--- src/rtl/bldc_pkg.sv ---
// Shared BLDC definitions: sector encoding, hall-code decode and sector-step classification.
package bldc_pkg;

  localparam int NUM_SECTORS = 6;

  localparam logic [2:0] SEC0     = 3'd0;
  localparam logic [2:0] SEC1     = 3'd1;
  localparam logic [2:0] SEC2     = 3'd2;
  localparam logic [2:0] SEC3     = 3'd3;
  localparam logic [2:0] SEC4     = 3'd4;
  localparam logic [2:0] SEC5     = 3'd5;
  localparam logic [2:0] SEC_NONE = 3'd7;

  typedef enum logic [1:0] {
    STEP_SAME,
    STEP_FWD,
    STEP_REV,
    STEP_JUMP
  } step_e;

  typedef enum logic [1:0] {
    ST_ACQUIRE,
    ST_RUN,
    ST_FAULT
  } dec_state_e;

  // {H1,H2,H3} -> sector; 000 and 111 map to SEC_NONE.
  function automatic logic [2:0] hall_to_sector(input logic [2:0] code);
    case (code)
      3'b100:  hall_to_sector = SEC0;
      3'b101:  hall_to_sector = SEC1;
      3'b001:  hall_to_sector = SEC2;
      3'b011:  hall_to_sector = SEC3;
      3'b010:  hall_to_sector = SEC4;
      3'b110:  hall_to_sector = SEC5;
      default: hall_to_sector = SEC_NONE;
    endcase
  endfunction

  function automatic step_e sector_step(input logic [2:0] from, input logic [2:0] to);
    logic [2:0] nxt;
    logic [2:0] prv;
    nxt = (from == 3'(NUM_SECTORS - 1)) ? SEC0 : from + 3'd1;
    prv = (from == SEC0) ? 3'(NUM_SECTORS - 1) : from - 3'd1;
    if (to == from)     sector_step = STEP_SAME;
    else if (to == nxt) sector_step = STEP_FWD;
    else if (to == prv) sector_step = STEP_REV;
    else                sector_step = STEP_JUMP;
  endfunction

endpackage

--- src/rtl/hall_debounce.sv ---
// Two-flop synchroniser for the 3-bit hall code plus a stability counter that
// emits a one-cycle update pulse when a newly settled code has been stable long enough.
module hall_debounce
  import bldc_pkg::*;
#(
  parameter int DEB_CYCLES = 4
) (
  input  logic       clk,
  input  logic       rst,
  input  logic [2:0] hall,
  output logic [2:0] code,
  output logic       upd
);

  localparam int CW = $clog2(DEB_CYCLES + 1);

  logic [2:0]    sync1_q;
  logic [2:0]    sync2_q;
  logic [2:0]    prev_q;
  logic [CW-1:0] cnt_q;

  always_ff @(posedge clk) begin
    if (rst) begin
      sync1_q <= 3'b000;
      sync2_q <= 3'b000;
      prev_q  <= 3'b000;
      cnt_q   <= '0;
    end else begin
      sync1_q <= hall;
      sync2_q <= sync1_q;
      prev_q  <= sync2_q;
      if (sync2_q != prev_q)
        cnt_q <= '0;
      else if (cnt_q != CW'(DEB_CYCLES))
        cnt_q <= cnt_q + 1'b1;
    end
  end

  // Fires on the cycle the counter would reach DEB_CYCLES, so the consumer's
  // registered outputs change on that same edge.
  assign code = sync2_q;
  assign upd  = (sync2_q == prev_q) && (cnt_q == CW'(DEB_CYCLES - 1));

endmodule

--- src/rtl/hall_sector_decoder.sv ---
// Hall sensor conditioning: debounced code -> validated rotor sector with commutation
// strobe, direction, sector period measurement and fault/stall flags.
module hall_sector_decoder
  import bldc_pkg::*;
#(
  parameter int DEB_CYCLES = 4,
  parameter int PW         = 16
) (
  input  logic          CLK,
  input  logic          RST,
  input  logic          H1,
  input  logic          H2,
  input  logic          H3,
  output logic [2:0]    SECTOR,
  output logic          SECTOR_VALID,
  output logic          COMM_STB,
  output logic          DIR,
  output logic [PW-1:0] PERIOD,
  output logic          PERIOD_VALID,
  output logic          SEQ_ERR,
  output logic          HALL_FAULT,
  output logic          STALL
);

  localparam logic [PW-1:0] PMAX = {PW{1'b1}};

  logic [2:0]    deb_code;
  logic          deb_upd;
  logic [2:0]    new_sec;
  step_e         step;

  dec_state_e    state_q, state_d;
  logic [2:0]    sector_q, sector_d;
  logic          valid_q, valid_d;
  logic          stb_q, stb_d;
  logic          dir_q, dir_d;
  logic [PW-1:0] period_q, period_d;
  logic          pvalid_q, pvalid_d;
  logic          seq_q, seq_d;
  logic          fault_q, fault_d;
  logic          stall_q, stall_d;
  logic [PW-1:0] pcnt_q, pcnt_d;

  hall_debounce #(.DEB_CYCLES(DEB_CYCLES)) u_deb (
    .clk  (CLK),
    .rst  (RST),
    .hall ({H1, H2, H3}),
    .code (deb_code),
    .upd  (deb_upd)
  );

  assign new_sec = hall_to_sector(deb_code);
  assign step    = sector_step(sector_q, new_sec);

  always_ff @(posedge CLK) begin
    if (RST) begin
      state_q  <= ST_ACQUIRE;
      sector_q <= SEC0;
      valid_q  <= 1'b0;
      stb_q    <= 1'b0;
      dir_q    <= 1'b1;
      period_q <= '0;
      pvalid_q <= 1'b0;
      seq_q    <= 1'b0;
      fault_q  <= 1'b0;
      stall_q  <= 1'b0;
      pcnt_q   <= '0;
    end else begin
      state_q  <= state_d;
      sector_q <= sector_d;
      valid_q  <= valid_d;
      stb_q    <= stb_d;
      dir_q    <= dir_d;
      period_q <= period_d;
      pvalid_q <= pvalid_d;
      seq_q    <= seq_d;
      fault_q  <= fault_d;
      stall_q  <= stall_d;
      pcnt_q   <= pcnt_d;
    end
  end

  always_comb begin
    state_d  = state_q;
    sector_d = sector_q;
    valid_d  = valid_q;
    stb_d    = 1'b0;
    dir_d    = dir_q;
    period_d = period_q;
    pvalid_d = pvalid_q;
    seq_d    = 1'b0;
    fault_d  = fault_q;
    stall_d  = stall_q;
    pcnt_d   = pcnt_q;

    if (deb_upd) begin
      if (new_sec == SEC_NONE) begin
        fault_d = 1'b1;
        if (state_q == ST_RUN) state_d = ST_FAULT;
      end else begin
        fault_d = 1'b0;
        state_d = ST_RUN;
        if (!valid_q) begin
          sector_d = new_sec;
          valid_d  = 1'b1;
          stb_d    = 1'b1;
        end else begin
          case (step)
            STEP_SAME: ;
            STEP_FWD, STEP_REV: begin
              sector_d = new_sec;
              stb_d    = 1'b1;
              dir_d    = (step == STEP_FWD);
              // A step ending a stall has no meaningful interval to report.
              if (!stall_q) begin
                period_d = pcnt_q;
                pvalid_d = 1'b1;
              end
            end
            default: begin
              sector_d = new_sec;
              stb_d    = 1'b1;
              seq_d    = 1'b1;
              pvalid_d = 1'b0;
            end
          endcase
        end
      end
    end

    // Counter value 1 right after a strobe makes strobes N cycles apart read N.
    if (stb_d) begin
      pcnt_d  = PW'(1);
      stall_d = 1'b0;
    end else begin
      if (pcnt_q != PMAX) pcnt_d = pcnt_q + 1'b1;
      if (pcnt_d == PMAX) begin
        stall_d  = 1'b1;
        pvalid_d = 1'b0;
      end
    end
  end

  // COMM_STB and SEQ_ERR are single-cycle strobes with no back-pressure; the
  // consumer must sample them on the cycle they are high.
  assign SECTOR       = sector_q;
  assign SECTOR_VALID = valid_q;
  assign COMM_STB     = stb_q;
  assign DIR          = dir_q;
  assign PERIOD       = period_q;
  assign PERIOD_VALID = pvalid_q;
  assign SEQ_ERR      = seq_q;
  assign HALL_FAULT   = fault_q;
  assign STALL        = stall_q;

endmodule

--- config.mk ---
export PLATFORM = sky130hd
export DESIGN_NAME = hall_sector_decoder
export DESIGN_NICKNAME = d
export VERILOG_FILES = /design/src/rtl/bldc_pkg.sv /design/src/rtl/hall_debounce.sv /design/src/rtl/hall_sector_decoder.sv
export SDC_FILE = /design/constraint.sdc
export NUM_CORES = 1
export LEC_CHECK = 0
export ABC_AREA = 1
export ABC_CLOCK_PERIOD_IN_PS = 4200
export BUFFER_PORTS_ARGS = -buffer_cell sky130_fd_sc_hd__buf_2
export CAP_MARGIN = 40
export CELL_PAD_IN_SITES_DETAIL_PLACEMENT = 0
export CELL_PAD_IN_SITES_GLOBAL_PLACEMENT = 1
export CORE_UTILIZATION = 45
export DETAILED_ROUTE_END_ITERATION = 6
export PLACE_DENSITY = 0.86
export SETUP_SLACK_MARGIN = 0.1
export SYNTH_ARGS = -nofsm -noshare
export SYNTH_HDL_FRONTEND = slang
export SYNTH_SLANG_ARGS = --single-unit
--- constraint.sdc ---
create_clock -name CLK -period 4.2 [get_ports CLK]
set_clock_uncertainty 0.1 [all_clocks]
set_input_delay 0 -clock CLK [delete_from_list [all_inputs] [get_ports CLK]]
set_output_delay 0 -clock CLK [all_outputs]
set_load 0.01 [all_outputs]
==> results.cfg, run 1 <==
[run_status]
outcome = finished clean

[hold_path]
hp-start = u_deb.sync1_q[1]$_SDFF_PP0_
min_to = u_deb.code[1]$_SDFF_PP0_
whs_path_depth = 2
min_path_type = reg -> reg

[worst_setup_path]
cp-end-kind = flop
cp.arrival_ps = 2670
worst-setup-path-type = reg -> reg
r2r_end = PERIOD[11]$_SDFFE_PP0P_
slowest_stage = ha_1
slowest_delay_ps = 380
cp_cell_sequence = inv_1 > nor2_4 > o31ai_1 > xor2_1 > nand3b_1 > nand2_1 > ha_1 > nand3_4 > o21ai_0 > a21oi_1
startpoint_type = flop
r2r_slack_ps = 1630
timing.rr.start = u_deb.code[1]$_SDFF_PP0_
crit_fanout = 32
worst_r2r_path_depth = 10
critPathRequiredTime_ps = 4300

[die]
dieWidth_um = 79.59
die_h_um = 79.59
io_pins = 31
core_um2 = 5642
start_util_pct = 48.02
rows = 27
fp.dieArea_um2 = 6334

[placement]
io_buffers = 30
dp.cells = 468
dp_hpwl_um = 4201
place_congestion = 0.8268

[synth]
seq_area_frac_synth_pct = 39.91
synth_area_leaders = dfxtp_1 40%, nand2_1 10%, inv_1 8.2%, a21oi_1 5.9%, nor2_1 5.4%
synth-simple-area-share_pct = 26.51
async_reset_ff_share_pct = 0
synth_edf_count = 0
synth_nets = 387
yosys_warnings = 0
synth.most_common_cell = nand2_1
synth_cells = 375
netlist_area_um2 = 2709
ys_types = 29
synth_fa_ha_area_share_pct = 3.233
synth_top_family_by_area = simple AND/OR/NAND/NOR gates
synth_seq_cells = 54
ys.flop_type = dfxtp_1
synth_area_per_cell_um2 = 7.224
synth_top_area_share_pct = 39.91
yosys-top-cells-count = 72 x nand2_1, 59 x inv_1, 54 x dfxtp_1
synth_top_area_cell = dfxtp_1
synth_xor_area_share_pct = 4.527
synth_mux_area_share_pct = 0
synth_compound_area_share_pct = 14.46

[pwr]
power_density_nw_per_um2 = 310.0
total_power_mw = 0.9493
vdd_ir_drop_max_v = 0.0002011
leakage_nw = 1.267

[cts]
cts.reportedPaths.clkPinSlew_ps = 100
htreeDepth = 2
tritoncts = built
cts_sinks = 54
root_buffer = clkbuf_8
cts_buffer_depth = 2
cts_made_buffers = 5
cts_setup_buffers = 0
worstSkewPairLatency_ps = 310

[route]
firstDrtPassIters = 4
routed_wl_um = 5571
post_drt_wl_per_cell_um = 11.53
vias_per_cell = 4.770
drt_iter0_drc = 140
drc = 0
vias = 2304
ant_nets = 0

[cells_and_area]
synthToLayoutAreaGrowth_pct = 13.03
num_antenna_cells = 0
nNetsFinal = 422
layout-drive-gt1-share_pct = 14.84
fillers = 553
fin_cells = 483

[timing]
hold_viol = 0
tightest_slew_ps = 553.5
rsz0062_at_grt = no
relSlewSlack_pct = 63.06
tns_ps = 0
fmax_ghz = 0.3888
finalSetupViolCount = 0
fin_crit_ps = 2572
drv_slew = 0
period_share_pct = 61.24
holdWs_ps = 306.6

[grt]
grt_pass1_wl_um = 9701
antenna_found_initial = 0
grt_max_degree = 33
first_global_vias = 2172
overflow = 0
grtUsageTotal_pct = 19.71

[run]
drv_cap = 0
[worst max path at each step]
stage | startpoint | end | slack (ps) | depth (start not counted)
after floorplan | u_deb.code[0]$_SDFF_PP0_ | PERIOD_VALID$_SDFF_PP0_ | 1930 | 15
after global placement | u_deb.code[0]$_SDFF_PP0_ | PERIOD_VALID$_SDFF_PP0_ | 1730 | 15
after detailed placement | u_deb.code[0]$_SDFF_PP0_ | PERIOD[7]$_SDFFE_PP0P_ | 1660 | 10
after CTS | u_deb.code[0]$_SDFF_PP0_ | PERIOD[7]$_SDFFE_PP0P_ | 1640 | 10
after global routing | u_deb.code[1]$_SDFF_PP0_ | PERIOD_VALID$_SDFF_PP0_ | 1360 | 15
final | u_deb.code[1]$_SDFF_PP0_ | PERIOD[11]$_SDFFE_PP0P_ | 1630 | 10
[placed cells by master (no fill, tap or decap), types with 9 or more instances in the layout]
| cell type | instances |
|---|---|
| buf_2 | 30 |
| inv_1 | 59 |
| xor2_1 | 9 |
| nand3_1 | 19 |
| nor2_1 | 39 |
| dfxtp_1 | 54 |
| o21ai_0 | 25 |
| nand2_1 | 72 |
| a21oi_1 | 32 |
[timing repair]
item,in CTS,in global routing
hold buffers,7,0
endpoints found under the hold margin,12,0
resized for setup,0,0
[through the flow]
stage | utilization, % | worst slack, ps | area (um^2)
3_3_place_gp | 51.01 | 1728 | 2878
2_1_floorplan | - | 1930 | 2709
5_1_grt | 54.27 | 1362 | 3062
3_5_place_dp | 51.01 | 1660 | 2878
4_1_cts | 54.27 | 1640 | 3062
6_report | 54.27 | 1628 | 3062
[routing by layer]
metal	part of all wire (%)	track usage [%]	routed length, um
met5	0	0	0
met4	1.1	5.636	61
met1	53	26.45	2946
met3	3.8	4.114	210
met2	42	31.62	2353
[cell type report]
class                           instances  area [um^2]  area share, %
Sequential cell                        54         1081          35.31
Tap cell                               72        90.09          2.942
Multi-Input combinational cell        249         1320          43.11
Inverter                               63        236.5          7.724
Clock buffer                            5        68.82          2.248
Timing Repair Buffer                   37        220.2          7.192
Clock inverter                          3        45.04          1.471
[state kept, by name (all words and copies together), names as in the netlist]
signal	count
PERIOD	16
pcnt_q	16
SECTOR	3
u_deb.cnt_q	3
u_deb.code	3
u_deb.prev_q	3
u_deb.sync1_q	3
COMM_STB	1
DIR	1
HALL_FAULT	1
PERIOD_VALID	1
SECTOR_VALID	1
SEQ_ERR	1
STALL	1
[worst max-delay path, delay by kind of cell, from the launching register on]
| family | cells | cell delay [ps] |
|---|---|---|
| AOI/OAI and AO/OA | 3 | 690 |
| xor gates and xnor gates | 1 | 250 |
| adders and majority gates | 1 | 380 |
| buffers and inverters | 1 | 140 |
| DFF | 1 | 370 |
| and+or+nand+nor | 4 | 530 |
[cell families (layout without fill, tap and decap cells)]
logic type / Yosys count / after routing
flops: 54 / 54
xor+xnor: 14 / 14
fa+ha+maj: 7 / 7
buf+inv: 72 / 108
compound gates: 73 / 73
simple gates: 155 / 155
[report_power, final]
part	leakage, nW	total (mW)	internal, mW	switching (mW)
Sequential	0.437	0.529	0.520	0.00928
Clock	0.0504	0.352	0.177	0.175
Combinational	0.780	0.0677	0.0269	0.0408
Total	1.27	0.949	0.725	0.225
Note: power is estimated with default switching activity, not from simulation.
==> inputs of run 2 (changes only) <==
- ABC_AREA: 1 -> 0
- ABC_CLOCK_PERIOD_IN_PS: 4200 -> 2490
- CORE_UTILIZATION: 45 -> 43
- PLACE_DENSITY: 0.86 -> 0.81
- clock period: 4.2 -> 2.49 ns (I/O delays scaled with it)
==> run 2 against run 1 <==
Via count rose by 3.3%. Final area rose by 4.0%. Die area rose by 1.7%. Hold slack improved by 30 ps. Critical path type unchanged. Highest routed layer unchanged.
==> results.cfg, run 2 <==
[worst_setup_path]
cp_num_buf_inv = 0
slowest_delay_ps = 440
critPathTopFamily = simple AND/OR/NAND/NOR gates
worst-setup-path-type = reg -> reg
slowest_stage = or3_4
cp.arrival_ps = 2400
startpoint_type = flop
critPathRequiredTime_ps = 2570
cp-end-kind = flop
crit_fanout = 8
cp_cell_sequence = mux2i_2 > nor2_1 > a221oi_2 > a31oi_2 > ha_1 > nand2_2 > or3_4 > nand2_1 > a21oi_1

[cells_and_area]
nNetsFinal = 387
layout_common_cells = 54 x nand2_1, 49 x dfxtp_1, 33 x a21oi_1, 33 x buf_4, 30 x buf_2
fillers = 578
fin_util_pct = 53.76
num_antenna_cells = 0
mostFrequentLayoutCell = nand2_1
synthToLayoutAreaGrowth_pct = 20.91
layout-drive-gt1-share_pct = 24.00

[timing]
hold_viol = 0
period_share_pct = 92.82
drv_slew = 0
relSlewSlack_pct = 77.41
fmax_ghz = 0.4327
tightest_slew_ps = 338.9
finalSetupViolCount = 0
fin_crit_ps = 2311
rsz0062_at_grt = yes

[synth]
synth_top_area_cell = dfxtp_1
synth_seq_cells = 54
async_reset_ff_share_pct = 0
yosys_warnings = 0
ys_types = 45
synth_area_per_cell_um2 = 8.051
netlist_area_um2 = 2633
yosys-top-cells-count = 56 x nand2_1, 54 x dfxtp_1, 33 x a21oi_1
seq_area_frac_synth_pct = 41.06
synth_edf_count = 0
synth_cells = 327
synth_nets = 339
synth_top_area_share_pct = 41.06
synth_area_leaders = dfxtp_1 41%, nand2_1 8.0%, a21oi_1 6.3%, xor2_1 4.0%, nor2_1 3.6%
ys.flop_type = dfxtp_1
synth.most_common_cell = nand2_1

[placement]
dp_hpwl_um = 4462
place_congestion = 0.8796
io_buffers = 30

[grt]
grtUsageTotal_pct = 20.44
overflow = 0
first_global_vias = 2065
antenna_found_initial = 0
grt_pass1_wl_um = 10160
grt_max_degree = 32

[cts]
cts_buffer_depth = 2
tritoncts = built
htreeDepth = 2
cts_sinks = 54
cts.reportedPaths.clkPinSlew_ps = 90
root_buffer = clkbuf_8
worstSkewPairLatency_ps = 310
cts_made_buffers = 5

[route]
drt_iter0_drc = 147
drc = 0
vias = 2379
routed_wl_um = 6153
vias_per_cell = 5.287
post_drt_wl_per_cell_um = 13.67
firstDrtPassIters = 6
ant_nets = 0

[die]
core_um2 = 5921
dieWidth_um = 80.25
start_util_pct = 44.46
rows = 28
fp.dieArea_um2 = 6439
io_pins = 31
die_h_um = 80.25

[pwr]
power_density_nw_per_um2 = 466.3
leakage_nw = 1.264
total_power_mw = 1.484
vdd_ir_drop_max_v = 0.0002549

[run_status]
outcome = finished clean

[run]
drv_cap = 0

[hold_path]
min_path_type = in -> reg
## run 2: cell count changes in the layout (fill, tap and decap cells not counted), sizes merged, moves of 8 or more
| cell | delta |
|---|---|
| nand2 | -20 |
| nor3 | +13 |
| nor2b | +9 |
| o21ai | -19 |
| nand4 | +8 |
| nand3 | -8 |
| nor2 | -24 |
| buf | +34 |
| inv | -55 |
## run 2: through the flow
step	worst slack (ps)	std cells	cell area, um^2	TNS [ps]	hold WS, ps
global route	42.28	450	3183	0	343.4
floorplan	22.17	327	2666	0	-28.39
CTS	128.0	448	3128	0	324.3
detailed placement	-26.44	437	3000	-266.4	114.2
global placement	6.274	437	3000	0	107.0
finish	178.8	450	3183	0	336.4
## run 2: repair_timing
action,in CTS,in global routing
gates resized for setup,1,13
setup endpoints to repair,16,20
cloned,0,1
setup buffers,0,1
hold endpoints to repair,6,0
pin swaps,0,4
hold buffers,4,0
## run 2: final timing paths
path	start	end	cells past startpoint	slack (ps)
worst min register to register	u_deb.sync1_q[2]$_SDFF_PP0_	u_deb.code[2]$_SDFF_PP0_	1	340
worst max-delay path	SECTOR[0]$_SDFFE_PP0P_	PERIOD[8]$_SDFFE_PP0P_	9	180
worst min-delay path	H2	u_deb.sync1_q[1]$_SDFF_PP0_	3	340
worst max register to register	SECTOR[0]$_SDFFE_PP0P_	PERIOD[8]$_SDFFE_PP0P_	9	180
## run 2: cell type report
type	count	area [um^2]	area share (%)
Clock buffer	5	68.82	2.162
Timing Repair Buffer	68	449.2	14.11
Tap cell	75	93.84	2.948
Clock inverter	2	13.76	0.4324
Multi-Input combinational cell	239	1441	45.28
Sequential cell	54	1090	34.24
Inverter	7	26.28	0.8255
## run 2: layer usage
metal / track usage [%] / part of all wire, %
met2: 29.74 / 43
met1: 30.58 / 52
met4: 6.429 / 1.4
met3: 2.955 / 3.7
met5: 0 / 0
## run 2: worst register-to-register path, stage by stage (launching register included)
cell and delay, ps:
dfxtp_4 390, mux2i_2 220, nor2_1 80, a221oi_2 280, a31oi_2 80, ha_1 360, nand2_2 100, or3_4 440
nand2_1 90, a21oi_1 60
## run 2: kinds of logic after synthesis
family / Yosys count / synth area share [%]
flip-flops: 54 / 41.06
multiplexers: 5 / 1.901
AND/OR/NAND/NOR: 148 / 27.47
AO/OA/AOI/OAI: 63 / 15.49
adder cells (fa/ha/maj): 7 / 3.327
buffers and inverters: 35 / 5.751
XOR/XNOR: 15 / 4.991
## run 2: power by group
part,internal (mW),switching [mW]
Combinational,0.0484,0.0645
Sequential,0.877,0.0121
Clock,0.195,0.287
